<file path="config.mk">
export PLATFORM = sky130hd
export DESIGN_NAME = keyboard_receiver
export DESIGN_NICKNAME = d
export VERILOG_FILES = /design/src/rtl/keyboard_receiver.sv
export SDC_FILE = /design/constraint.sdc
export NUM_CORES = 1
export LEC_CHECK = 0
export CORE_MARGIN = 1
export CORE_UTILIZATION = 30
export DETAILED_ROUTE_END_ITERATION = 8
export SYNTH_ARGS = -nofsm -noshare
export SYNTH_HDL_FRONTEND = slang
export SYNTH_SLANG_ARGS = --single-unit
</file>
<file path="constraint.sdc">
create_clock -name Clk -period 3 [get_ports Clk]
set_clock_uncertainty 0.1 [all_clocks]
set_input_delay 0.9 -clock Clk [delete_from_list [all_inputs] [get_ports Clk]]
set_output_delay 0.9 -clock Clk [all_outputs]
set_load 0.02 [all_outputs]
</file>
<file path="src/rtl/keyboard_receiver.sv">
// PS/2 keyboard receiver: synchronizes the raw PS/2 bus, decodes 11-bit frames
// with odd parity and queues scan codes in a small FIFO for a KBSR/KBDR pair.
module keyboard_receiver #(
  parameter int unsigned TIMEOUT_CYCLES = 50000,
  parameter int unsigned DEPTH          = 4
) (
  input  logic        Clk,
  input  logic        Reset_N,
  input  logic        PS2_CLK,
  input  logic        PS2_DAT,
  input  logic        Read,
  output logic [15:0] Data_FromKeyboard,
  output logic        Ready,
  output logic        Overflow,
  output logic        Error
);

  localparam int unsigned PTR_W = (DEPTH > 1) ? $clog2(DEPTH) : 1;
  localparam int unsigned CNT_W = $clog2(DEPTH + 1);
  localparam int unsigned TMO_W = $clog2(TIMEOUT_CYCLES + 1);

  typedef enum logic [1:0] {IDLE, DATA, PARITY, STOP} state_e;

  state_e             state_q, state_d;
  logic [2:0]         bit_cnt_q, bit_cnt_d;
  logic [7:0]         shift_q, shift_d;
  logic               par_ok_q, par_ok_d;
  logic [TMO_W-1:0]   tmo_q, tmo_d;
  logic [PTR_W-1:0]   wr_ptr_q, wr_ptr_d;
  logic [PTR_W-1:0]   rd_ptr_q, rd_ptr_d;
  logic [CNT_W-1:0]   count_q, count_d;
  logic [7:0]         mem_q [DEPTH];
  logic [7:0]         mem_d [DEPTH];
  logic               overflow_q, overflow_d;
  logic               error_q, error_d;

  logic clk_meta_q, clk_meta_d;
  logic clk_sync_q, clk_sync_d;
  logic clk_prev_q, clk_prev_d;
  logic dat_meta_q, dat_meta_d;
  logic dat_sync_q, dat_sync_d;

  logic fall;
  logic dat;
  logic push_req;
  logic error_set;
  logic full;
  logic empty;
  logic pop;
  logic push_ok;
  logic ovf_set;

  // Next-state logic: synchronizers, frame FSM, timeout, FIFO and sticky flags
  always_comb begin
    clk_meta_d = PS2_CLK;
    clk_sync_d = clk_meta_q;
    clk_prev_d = clk_sync_q;
    dat_meta_d = PS2_DAT;
    dat_sync_d = dat_meta_q;

    state_d   = state_q;
    bit_cnt_d = bit_cnt_q;
    shift_d   = shift_q;
    par_ok_d  = par_ok_q;
    tmo_d     = tmo_q;
    wr_ptr_d  = wr_ptr_q;
    rd_ptr_d  = rd_ptr_q;
    mem_d     = mem_q;
    push_req  = 1'b0;
    error_set = 1'b0;

    fall = ~clk_sync_q & clk_prev_q;
    dat  = dat_sync_q;

    case (state_q)
      IDLE: begin
        if (fall && !dat) begin
          state_d   = DATA;
          bit_cnt_d = 3'd0;
        end
      end
      DATA: begin
        if (fall) begin
          shift_d = {dat, shift_q[7:1]};
          if (bit_cnt_q == 3'd7) begin
            state_d = PARITY;
          end else begin
            bit_cnt_d = bit_cnt_q + 3'd1;
          end
        end
      end
      PARITY: begin
        if (fall) begin
          par_ok_d = ^{shift_q, dat};
          state_d  = STOP;
        end
      end
      STOP: begin
        if (fall) begin
          if (dat && par_ok_q) begin
            push_req = 1'b1;
          end else begin
            error_set = 1'b1;
          end
          state_d = IDLE;
        end
      end
      default: state_d = IDLE;
    endcase

    // A stalled keyboard drops the partial frame without flagging an error
    if (state_q == IDLE || fall) begin
      tmo_d = '0;
    end else if (tmo_q == TMO_W'(TIMEOUT_CYCLES - 1)) begin
      tmo_d   = '0;
      state_d = IDLE;
    end else begin
      tmo_d = tmo_q + TMO_W'(1);
    end

    full    = (count_q == CNT_W'(DEPTH));
    empty   = (count_q == '0);
    pop     = Read & ~empty;
    push_ok = push_req & (~full | pop);
    ovf_set = push_req & full & ~pop;

    if (push_ok) begin
      mem_d[wr_ptr_q] = shift_q;
      wr_ptr_d        = wr_ptr_q + PTR_W'(1);
    end
    if (pop) begin
      rd_ptr_d = rd_ptr_q + PTR_W'(1);
    end
    count_d = count_q + CNT_W'(push_ok) - CNT_W'(pop);

    // Set wins over the Read clear on the same edge
    overflow_d = ovf_set | (overflow_q & ~Read);
    error_d    = error_set | (error_q & ~Read);
  end

  always_ff @(posedge Clk or negedge Reset_N) begin
    if (!Reset_N) begin
      clk_meta_q <= 1'b1;
      clk_sync_q <= 1'b1;
      clk_prev_q <= 1'b1;
      dat_meta_q <= 1'b1;
      dat_sync_q <= 1'b1;
      state_q    <= IDLE;
      bit_cnt_q  <= 3'd0;
      shift_q    <= 8'h00;
      par_ok_q   <= 1'b0;
      tmo_q      <= '0;
      wr_ptr_q   <= '0;
      rd_ptr_q   <= '0;
      count_q    <= '0;
      overflow_q <= 1'b0;
      error_q    <= 1'b0;
      for (int i = 0; i < DEPTH; i++) begin
        mem_q[i] <= 8'h00;
      end
    end else begin
      clk_meta_q <= clk_meta_d;
      clk_sync_q <= clk_sync_d;
      clk_prev_q <= clk_prev_d;
      dat_meta_q <= dat_meta_d;
      dat_sync_q <= dat_sync_d;
      state_q    <= state_d;
      bit_cnt_q  <= bit_cnt_d;
      shift_q    <= shift_d;
      par_ok_q   <= par_ok_d;
      tmo_q      <= tmo_d;
      wr_ptr_q   <= wr_ptr_d;
      rd_ptr_q   <= rd_ptr_d;
      count_q    <= count_d;
      overflow_q <= overflow_d;
      error_q    <= error_d;
      mem_q      <= mem_d;
    end
  end

  assign Ready             = (count_q != '0);
  assign Data_FromKeyboard = Ready ? {8'h00, mem_q[rd_ptr_q]} : 16'h0000;
  assign Overflow          = overflow_q;
  assign Error             = error_q;

endmodule

</file>
* Yosys cells after proc, flatten, opt, wreduce, memory -nomap -nowiden *
Index checks and enable logic that the tools add are counted.

storage, ports and cells
  flip-flop bits (word level) = 76
  input bits = 5
  output and inout bits = 19
  word-level logic and storage cells = 94

operators by class
  $add $sub $neg = 6
  order comparisons = 3
  equal/unequal tests = 9
  mux-type cells = 27
  bitwise operators = 17
  reduce and logical (&&, ||, !) cells = 13

operator list
  cell                                                             count
  32-bit bitwise mux                                               1
  16-bit two-way mux                                               2
  8-bit two-way mux                                                4
  16-bit by 1-bit adder with 16-bit output, second input constant  1
  8-bit binary-select mux with 2-bit select                        1
  8-bit demux with 2-bit select                                    1
  16-bit == test, second input constant                            1
  2-bit two-way mux                                                7
  3-bit two-way mux                                                3
  9-bit XOR reduction                                              1
  2-bit case mux with 4 select lines                               1
  1-bit AND                                                        7
  3-bit == test, second input constant                             2
  3-bit greater-or-equal comparator, second input constant         2
  1-bit two-way mux                                                6
  2-bit != test, second input constant                             3
  2-bit NOT with 3-bit output                                      2
  3-bit case mux with 2 select lines                               1
  1-bit NOT                                                        5
  2-bit by 1-bit adder with 2-bit output, second input constant    2
  2-bit == test, second input constant                             2
  2-bit AND reduction                                              2
  4-bit AND reduction                                              1
  3-bit by 1-bit adder with 3-bit output                           1
  12 further kinds                                                 16

* Logic depth before layout (Yosys ltp) *
  depth in word-level cells = 7
  mapped depth = 11
  depth with buffers taken out = 10

* Worst setup path after synthesis *
OpenSTA, ideal clock, no wires.

  path type = in2reg
  start point = in Read
  end point = reg count_q[2]
  setup time = 123 ps
  arrival time = 2678 ps
  required time = 2777 ps
  path slack = 100 ps
  cell stages on the path = 10
  path buffers = 0
  path through = nor4b_1 > nor3_4 > inv_1 > ha_1 > inv_1 > ha_1 > inv_1 > fa_1 > xnor2_1 > xnor2_1

between the ends
  word-level cells in the longest chain between the ends = 5

ends and longest elaborated chain
  what                                             line  RTL
  start: declaration                               11    input logic Read,
  1-bit AND (*)                                    123   pop = Read & ~empty;
  1-bit OR                                         124   push_ok = push_req & (~full | pop);
  1-bit AND                                        124
  3-bit by 1-bit adder with 3-bit output           134   count_d = count_q + CNT_W'(push_ok) - CNT_W'(pop);
  3-bit by 1-bit subtractor with 3-bit output (*)  134
  named net count_d[2]                             31    logic [CNT_W-1:0] count_q, count_d;
  end signal: assignment                           174   count_q <= count_d;
  end: declaration                                 31

Mark *: on every way through the listed nets, which the timed path passes. The rest lies on a longest branch.
A chain may end at the register's enable or synchronous reset.

* Worst setup path in the final report *
  start point = reg rd_ptr_q[1]
  end point = out Data_FromKeyboard[6]

between the ends
  word-level cells in the longest chain between the ends = 5

ends and longest elaborated chain
  what                                                   line  RTL
  start: declaration                                     30    logic [PTR_W-1:0] rd_ptr_q, rd_ptr_d;
  start signal: assignment                               173   rd_ptr_q <= rd_ptr_d;
  2-bit NOT with 3-bit output (implied by the code)      182   assign Data_FromKeyboard = Ready ? {8'h00, mem_q[rd_ptr_q]} : 16'h0000;
  8-bit binary-select mux with 2-bit select              182
  8-bit two-way mux (implied by the code) (2 in series)  182
  8-bit two-way mux                                      182
  end: declaration                                       12    output logic [15:0] Data_FromKeyboard,

Every way passes these cells. The select of a mux whose other input is x is not followed.

==> impl_results.md <==
* Post-place setup slack at -0.257 ns
* Status: finished with violations
* Vias in the first global route at 2165
* Synth area leader: dfrtp_1
* I/O Buffers at 15
* DIE AREA at 12400 µm²
* Maxcap violations at 0
* Critical path launch point type: register
* Starting density of the core at 31.2%
* Global-route wire length before repair at 11.1 mm
* Final WL at 6.37 mm
* Synthesized cell area at 3590 µm²
* Top post-synthesis cells by area: dfrtp_1 (49%), mux2_2 (13%), mux4_2 (5.0%)
* Via density at 4.68
* Fin crit share at 95.4%
* Rows at 39
* Synth unique cells at 43
* Fin. max-slew vios at 0
* Final Hold Vio Count at 0
* Hold Worst Slack at 0.255 ns
* Synth Register Bits at 76
* Worst-Margin Slew at 1.09 ns
* Slew headroom at 26.6%
* Data arrival, critical path at 1.86 ns
* Layout cell share with drive strength beyond 1 at 28.0%
* CTS root buffer: clkbuf_16
* Multi-input gate area at 1580 µm²
* Area Growth Syn to Fin at 18.4%
* Pwr dens at 708 nW/µm²
* Non-Filler Instances at 450
* Yosys warnings at 0
* Filler Cell Count at 1100
* Largest net degree at the start of global routing at 50
* Clock Latency Late Sink at 0.33 ns
* Final setup margin at 0.139 ns
* Gr usage total at 11.7%
* Starting DRT DRC Count at 147
* Area after DPL at 3920 µm²
* Fraction of registers with async set/reset at 100%
* TritonCTS clock tree: built
* Static Leakage at 1.98 nW
* Num CTS Buffers at 9
* Initial antenna violation count at 0
* Hold Crit Class: reg2reg
* Top_reg_cell synth: dfrtp_1
* Crit path time final at 2.86 ns
* Io pins at 24
* Avg Inst Size Synth at 13.0 µm²
* HPWL after DPL at 4.19 mm
* Total gr overflow at 0
* DIE HEIGHT at 111 µm
* Die Wd at 111 µm
* Sum Neg Setup Slack at 0 ns
* H-tree levels at 3
* Clock-pin slew on the worst setup and hold paths at 0.06 ns
* Worst endpoint required time at 2.00 ns
* Antenna cell count at 0
* Synthesized instance count at 277
* VDD IR-drop max at 0.000276 V
* Clock Sinks at 76
* Core area at 11500 µm²
* Final layout net count at 317
* Placer Congestion at 0.745
* Critical path class: reg2out
* FF+latch area at 1910 µm²
* DRC Markers at 2
* Violated checks: design-rule violations
* Achievable Freq at 350 MHz
* Maximum fanout along the worst path at 9
* Synth top area share at 49.5%
* Critical Path End Type: output pin
* Per-cell routed wire length at 14.1 µm
* Post-synth EDFFs at 0
* Final setup viols at 0
* Drt first pass iters at 8
* Longest Clk Path Bufs at 2
* Routed vias at 2108
* Cell area after layout at 4250 µm²
* Sequential share of the synthesized area at 53.2%
* DRT antenna net count at 0
* Dpl cells at 434
* RSZ-0062 raised after global routing: false
## cell usage in the layout, fill, tap and decap left out, types with 5 or more instances in the layout
master,instances
dfrtp_1,71
mux2_2,43
nor2_1,23
xnor2_1,17
inv_1,11
nand2_1,9
and2_1,9
ha_1,9
clkbuf_16,9
xor2_1,8
mux4_2,8
conb_1,8
dlygate4sd2_1,8
nand4_1,5
dfstp_2,5
clkdlybuf4s50_1,5
buf_4,5
## worst max-delay path: stages, from the launching register on
cell and delay, ns:
dfrtp_1 0.66, mux4_2 0.37, and2_1 0.18, dlygate4sd2_1 0.32
## state kept, by name, summed over array words and instances, names as in the netlist
signal,cells
bit_cnt_q,3
tmo_q,16
Overflow,1
dat_meta_q,1
wr_ptr_q,2
dat,1
state_q,2
mem_q,32
shift_q,8
clk_prev_q,1
par_ok_q,1
count_q,3
clk_meta_q,1
clk_prev_d,1
Error,1
rd_ptr_q,2
## layout make-up
class / instances / area share, %
clock inverters: 3 / 1.62
multi-input cells: 183 / 37.2
flip-flops and latches: 76 / 44.9
clock buffers: 13 / 6.12
well taps: 143 / 4.21
repair buffers: 21 / 4.95
inverters: 11 / 0.971
## synthesized netlist by cell type, drive strengths merged (2+ instances only)
cell     n
dfrtp   71
o21ai    5
nand3    4
mux4     8
nor4     3
ha       9
xor2     8
and4     3
xnor2   17
and2     9
nor2    24
nand2   13
inv     11
mux2    44
nor4bb   2
nand4    5
clkbuf   4
nor4b    2
and3     2
buf     10
nor3     4
dfstp    5
## through the flow
step	power, W	util (%)
after floorplan	0.00167	-
after global placement	0.00185	34.1
after detailed placement	0.00186	34.1
after CTS	0.00305	36.9
after global routing	0.00318	36.9
final	0.00301	36.9
## repair_timing
action,CTS,global route
setup endpoints to repair,8,1
hold buffers,0,0
cloned,0,0
hold endpoints to repair,0,0
gates resized for setup,9,1
buffers inserted,0,0
pin swaps,0,1
## kinds of logic (layout without fill, tap and decap cells)
| kind of cell | Yosys count | count (layout) | synth area share (%) |
|---|---|---|---|
| other | 1 | 8 | 0.104 |
| multiplexers | 53 | 53 | 19.1 |
| adder cells (fa/ha/maj) | 10 | 10 | 3.69 |
| flip-flops | 76 | 76 | 53.2 |
| buffers and inverters | 25 | 48 | 3.62 |
| AND/OR/NAND/NOR | 76 | 76 | 11.7 |
| AO/OA/AOI/OAI | 10 | 10 | 1.85 |
| XOR/XNOR | 26 | 26 | 6.73 |
## where the power goes
group | internal [W] | total (W) | switching [W] | leakage, nW
clock | 0.000776 | 0.00117 | 0.000397 | 0.160
sequential | 0.00113 | 0.00128 | 0.000156 | 1.02
combinational | 0.000314 | 0.000551 | 0.000238 | 0.802
total | 0.00222 | 0.00301 | 0.000790 | 1.98
## metal layers
layer  GRT usage, %  wire length [µm]
met2           17.5              2930
met1           16.0              3190
met4           7.30               111
met5              0                 0
met3           1.85               138
## final timing paths
check / slack (ns) / start / to / cells past startpoint
hold reg to reg: 0.26 / clk_meta_q / clk_prev_d / 0
max in group asynchronous: 1.79 / Reset_N / clk_prev_q / 2
setup / recovery: 0.14 / rd_ptr_q[1] / Data_FromKeyboard[6] / 3
min in group asynchronous: 0.38 / Reset_N / mem_q[20] / 1
hold / removal: 0.26 / clk_meta_q / clk_prev_d / 0
setup reg to reg: 0.49 / count_q[1] / count_q[2] / 9
No activity file was read; power rests on OpenSTA's default activity.
